`config.mk`:
```
export PLATFORM = sky130hd
export DESIGN_NAME = mem_port_arbiter
export DESIGN_NICKNAME = d
export VERILOG_FILES = /design/src/rtl/mem_port_arbiter.sv
export SDC_FILE = /design/constraint.sdc
export NUM_CORES = 1
export LEC_CHECK = 0
export BUFFER_PORTS_ARGS = -buffer_cell sky130_fd_sc_hd__clkbuf_2
export CAP_MARGIN = 20
export CORE_AREA = 3 3 95 97
export DETAILED_ROUTE_END_ITERATION = 8
export DIE_AREA = 0 0 98 100
export PLACE_DENSITY = 0.76
export SYNTH_ARGS = -nofsm -noshare
export SYNTH_HDL_FRONTEND = slang
export SYNTH_SLANG_ARGS = --single-unit
```
`constraint.sdc`:
```
create_clock -name CLK -period 4.05 [get_ports CLK]
set_clock_uncertainty 0.2 [all_clocks]
set_input_delay 0.2025 -clock CLK [delete_from_list [all_inputs] [get_ports CLK]]
set_output_delay 0.2025 -clock CLK [all_outputs]
set_load 0.1 [all_outputs]
```
`src/rtl/mem_port_arbiter.sv`:
```
`default_nettype none
// ============================================================================
// Module   : mem_port_arbiter
// Purpose  : Shares one single-port SRAM (unified I/D memory) between an
//            instruction-fetch requester (I) and a load/store requester (D).
//            Grants one requester per cycle, drives the SRAM pins and
//            returns the one-cycle-latency read data to the issuer of the
//            read. Fetch is protected against starvation, and stalled fetch
//            cycles are counted.
// Ports    : CLK, RST        - clock, synchronous active-high reset
//            I_REQ/I_ADDR    - fetch request and word address
//            I_GNT           - fetch accepted this cycle
//            I_RVALID/I_RDATA- fetch read return
//            D_REQ/D_WEN/D_BE/D_ADDR/D_WDATA - data request (D_WEN=1 read)
//            D_GNT           - data request accepted this cycle
//            D_RVALID/D_RDATA- load read return
//            M_CSN/M_WEN/M_BE/M_ADDR/M_DI - SRAM control/address/write data
//            M_DOUT          - SRAM read data, one cycle after a read
//            I_STALL_CNT     - cycles with I_REQ=1 and I_GNT=0
// Revision : 1.0 - initial release
// ============================================================================
module mem_port_arbiter #(
  parameter int AWIDTH     = 12,
  parameter int DWIDTH     = 32,
  parameter int STARVE_LIM = 4
) (
  input  logic              CLK,
  input  logic              RST,
  input  logic              I_REQ,
  input  logic [AWIDTH-1:0] I_ADDR,
  output logic              I_GNT,
  output logic              I_RVALID,
  output logic [DWIDTH-1:0] I_RDATA,
  input  logic              D_REQ,
  input  logic              D_WEN,
  input  logic [3:0]        D_BE,
  input  logic [AWIDTH-1:0] D_ADDR,
  input  logic [DWIDTH-1:0] D_WDATA,
  output logic              D_GNT,
  output logic              D_RVALID,
  output logic [DWIDTH-1:0] D_RDATA,
  output logic              M_CSN,
  output logic              M_WEN,
  output logic [3:0]        M_BE,
  output logic [AWIDTH-1:0] M_ADDR,
  output logic [DWIDTH-1:0] M_DI,
  input  logic [DWIDTH-1:0] M_DOUT,
  output logic [31:0]       I_STALL_CNT
);

  localparam logic [3:0] C_STARVE_LIM = 4'(STARVE_LIM);

  // Owner of the read issued in the previous cycle.
  typedef enum logic [1:0] {
    OWN_NONE = 2'd0,
    OWN_I    = 2'd1,
    OWN_D    = 2'd2
  } owner_t;

  owner_t      r_owner;
  owner_t      w_owner_nxt;
  logic [3:0]  r_wait;
  logic [3:0]  w_wait_nxt;
  logic [31:0] r_stall_cnt;
  logic        w_i_win;
  logic        w_d_win;
  logic        w_i_stalled;

  // Arbitration, SRAM pin drive and next-state logic.
  always_comb begin
    w_i_win     = 1'b0;
    w_d_win     = 1'b0;
    M_CSN       = 1'b1;
    M_WEN       = 1'b1;
    M_BE        = 4'b0000;
    M_ADDR      = '0;
    M_DI        = '0;
    w_owner_nxt = OWN_NONE;
    w_wait_nxt  = 4'd0;

    if (!RST) begin
      if (I_REQ && D_REQ) begin
        // D normally wins contention; I wins once it has waited long enough.
        if (r_wait >= C_STARVE_LIM) begin
          w_i_win = 1'b1;
        end else begin
          w_d_win = 1'b1;
        end
      end else begin
        w_i_win = I_REQ;
        w_d_win = D_REQ;
      end
    end

    if (w_i_win) begin
      M_CSN       = 1'b0;
      M_ADDR      = I_ADDR;
      w_owner_nxt = OWN_I;
    end else if (w_d_win) begin
      M_CSN       = 1'b0;
      M_WEN       = D_WEN;
      M_BE        = D_BE;
      M_ADDR      = D_ADDR;
      M_DI        = D_WDATA;
      w_owner_nxt = D_WEN ? OWN_D : OWN_NONE;
    end

    w_i_stalled = I_REQ && !w_i_win;
    if (w_i_stalled) begin
      w_wait_nxt = (r_wait == 4'hF) ? r_wait : r_wait + 4'd1;
    end
  end

  always_ff @(posedge CLK) begin
    if (RST) begin
      r_owner     <= OWN_NONE;
      r_wait      <= 4'd0;
      r_stall_cnt <= 32'd0;
    end else begin
      r_owner <= w_owner_nxt;
      r_wait  <= w_wait_nxt;
      if (w_i_stalled) begin
        r_stall_cnt <= r_stall_cnt + 32'd1;
      end
    end
  end

  assign I_GNT       = w_i_win;
  assign D_GNT       = w_d_win;
  assign I_STALL_CNT = r_stall_cnt;

  // Return is masked while RST is high so a read issued just before reset
  // never surfaces.
  assign I_RVALID = (r_owner == OWN_I) && !RST;
  assign D_RVALID = (r_owner == OWN_D) && !RST;
  assign I_RDATA  = I_RVALID ? M_DOUT : '0;
  assign D_RDATA  = D_RVALID ? M_DOUT : '0;

endmodule
`default_nettype wire

```
==> impl_metrics.env <==
export IMPL_synth_flop_cell="dfxtp_1"
export IMPL_avgViaCountPerCell=4.975
export IMPL_muxShareOfSynthArea_pct=4.114
export IMPL_worstPathRequired_ns=3.65
export IMPL_die_area_um2=9800
export IMPL_start_util_pct=32.57
export IMPL_first_pass_iters=4
export IMPL_synthTopCellsByArea="dfxtp_1 28%, and2_1 24%, a22o_1 3.9%"
export IMPL_cts_sinks=38
export IMPL_design_power_total_mw=1.064
export IMPL_placed_cell_area_um2=3964
export IMPL_place_congestion=0.9821
export IMPL_layout_nets=668
export IMPL_place_inst=665
export IMPL_syn_nets=435
export IMPL_drt_iter0_markers=132
export IMPL_area_growth_pct=51.94
export IMPL_ys_async_sr_fraction_pct=0
export IMPL_insertion_delay_ns=0.29
export IMPL_worst_path_largest_cell_delay_ns=0.54
export IMPL_antenna_found_initial=3
export IMPL_syn_area_per_cell_um2=7.965
export IMPL_portBuffers=246
export IMPL_clockBufferDepth=2
export IMPL_pin_count=247
export IMPL_stdcell_area_um2=4066
export IMPL_p_leak_nw=2.113
export IMPL_ys_ff_latch=38
export IMPL_drive_above_1_share_pct=47.89
export IMPL_finalNonFillerCells=673
export IMPL_cts_htree_levels=2
export IMPL_routedWlPerCell_um=16.92
export IMPL_slew_headroom_pct=46.55
export IMPL_cpMaxStageDelayCell="dlygate4sd3_1"
export IMPL_hp_class="input port to flip-flop"
export IMPL_grt_pass1_vias=3092
export IMPL_ys_seq_area_share_pct=28.42
export IMPL_grt_pass1_wl_mm=16.87
export IMPL_ir_worst_vdd_mv=0.1452
export IMPL_fp_dieW_um=98
export IMPL_synth_top_family_by_area="simple AND/OR/NAND/NOR gates"
export IMPL_yosysTopAreaCell="dfxtp_1"
export IMPL_fin_crit_sh_pct=67.74
export IMPL_synthTopCellsByCount="102 x and2_1, 38 x dfxtp_1, 19 x clkbuf_1, 19 x nor2_1, 16 x a21oi_1"
export IMPL_dieHeight_um=100
export IMPL_grt_max_degree=54
export IMPL_synth_cell_types=39
export IMPL_postRouteWirelength_mm=11.39
export IMPL_cts_resized=0
export IMPL_coreArea_um2=8217
export IMPL_cpMostUsedCell="clkbuf_2"
export IMPL_place_hpwl_mm=9.491
export IMPL_yosys_area_share_simple_pct=45.30
export IMPL_antennaDiodeCount=0
export IMPL_syn_area_um2=2676
export IMPL_yosys_warnings=0
export IMPL_cts_root_buf="clkbuf_8"
export IMPL_path_clk_slew_ns=0.07
export IMPL_synth_most_common_cell="and2_1"
export IMPL_rsz0062_at_grt="no"
export IMPL_synth_xor_xnor_area_share_pct=2.618
export IMPL_maxCapViolations=0
export IMPL_synth_edff_count=0
export IMPL_worst_pin_slew_ns=0.8016
export IMPL_cpLargestDelayFamily="buffers and inverters"
export IMPL_power_density_nw_per_um2=261.6
export IMPL_grt_overflow=0
export IMPL_numCtsBuffers=5
export IMPL_hold_violations=0
export IMPL_synth_cells=336
export IMPL_synth_compound_gate_area_share_pct=13.60
export IMPL_grt_usage_pct=21.71
export IMPL_fmax_mhz=364.5
export IMPL_maxSlewViolCount=0
export IMPL_finalSetupViolCount=0
export IMPL_path_buf_inv=4
export IMPL_vias=3348
export IMPL_detail_route_antenna_nets=0
export IMPL_cp_arrival_ns=2.34
export IMPL_startpoint_type="input port"
export IMPL_endpoint_kind="output pin"
export IMPL_synthAdderAreaFrac_pct=0.9350
export IMPL_status="complete, no violations"
export IMPL_crit_type="input port to output pin"
export IMPL_tns_ns=0
export IMPL_cp_cell_sequence="dlygate4sd3_1 -> clkbuf_2 -> nor3b_4 -> nor3b_1 -> buf_4 -> a22o_1 -> clkbuf_2"
export IMPL_post_route_drc_count=0
export IMPL_post_route_min_period_ns=2.743
export IMPL_num_rows=33
export IMPL_cts_tree="done"
export IMPL_cp_max_fo=14
export IMPL_synth_top_area_share_pct=28.42
==> registers in the layout (all words and copies together) (netlist names) <==
register     count
I_STALL_CNT     32
r_owner          2
r_wait           4
==> metrics by stage <==
step,util (%),setup slack (ns),hold slack (ns)
floorplan,-,0.6825,0.1242
global placement,48.24,1.811,0.2246
detailed placement,48.24,1.816,0.2293
CTS,49.49,1.300,0.04505
global route,49.49,1.235,0.06148
finish,49.49,1.307,0.05132
==> area by class of cell <==
type	instances	area, µm²
clock buffers	6	82.58
well taps	105	131.4
fillers	835	4150
repair buffers	253	1289
multi-input cells	269	1795
inverters	2	7.507
flip-flops and latches	38	760.7
==> worst paths after layout <==
kind / startpoint / depth (start not counted) / endpoint / slack, ns
hold reg to reg: I_STALL_CNT[17]$_SDFFE_PP0P_ / 2 / I_STALL_CNT[17]$_SDFFE_PP0P_ / 0.31
setup / recovery: D_REQ / 7 / M_ADDR[9] / 1.31
setup reg to reg: I_STALL_CNT[3]$_SDFFE_PP0P_ / 4 / I_STALL_CNT[24]$_SDFFE_PP0P_ / 1.80
hold / removal: I_REQ / 3 / r_wait[1]$_SDFFE_PP0P_ / 0.05
==> metal layers <==
layer	routed length, µm	global-route usage, %	share of wire, %	vias up
met5	40	0	0.35	-
met4	175	5.431	1.5	4
met1	4370	25.46	38	1533
li1	-	-	-	1645
met2	5574	37.49	49	153
met3	1225	8.200	11	13
==> where the power goes <==
part           total [mW]  switching (mW)  internal (mW)
Clock               0.258           0.127          0.131
Sequential          0.381         0.00364          0.377
Combinational       0.425           0.342         0.0833
==> cell usage in the layout (no fill, tap or decap), types with 2 or more instances in the layout <==
cell type	n
a21oi_1	16
a22o_1	12
and2_1	102
and3_1	4
and4_1	5
buf_4	5
clkbuf_2	246
clkbuf_8	6
dfxtp_1	38
dlygate4sd3_1	2
ha_1	2
inv_1	2
mux2_2	8
mux2i_1	2
nand2_1	8
nand3_1	9
nand4_1	5
nor2_1	19
nor2b_1	8
nor3b_1	2
nor3b_2	2
nor4_1	7
o211ai_1	4
o21ai_0	5
o21ai_2	2
o31ai_1	13
or3_1	3
or4_1	13
xor2_1	7
==> repair_timing <==
item / in CTS / in global routing
hold buffers: 2 / 0
hold endpoints to repair: 2 / 0
setup buffers: 0 / 0
==> logic make-up (layout without fill, tap and decap cells) <==
family | Yosys count | count (layout)
DFF | 38 | 38
muxes | 10 | 10
adders and majority gates | 2 | 2
and+or+nand+nor | 195 | 195
AOI/OAI and AO/OA | 53 | 53
buffers and inverters | 29 | 261
other | 1 | 1
xor gates and xnor gates | 8 | 8
==> worst min-delay path: cells and delay by family <==
family | cells | cell delay, ns
buffers and inverters | 1 | 0.14
AND/OR/NAND/NOR | 2 | 0.15
Power figures use the tool's default switching activity.
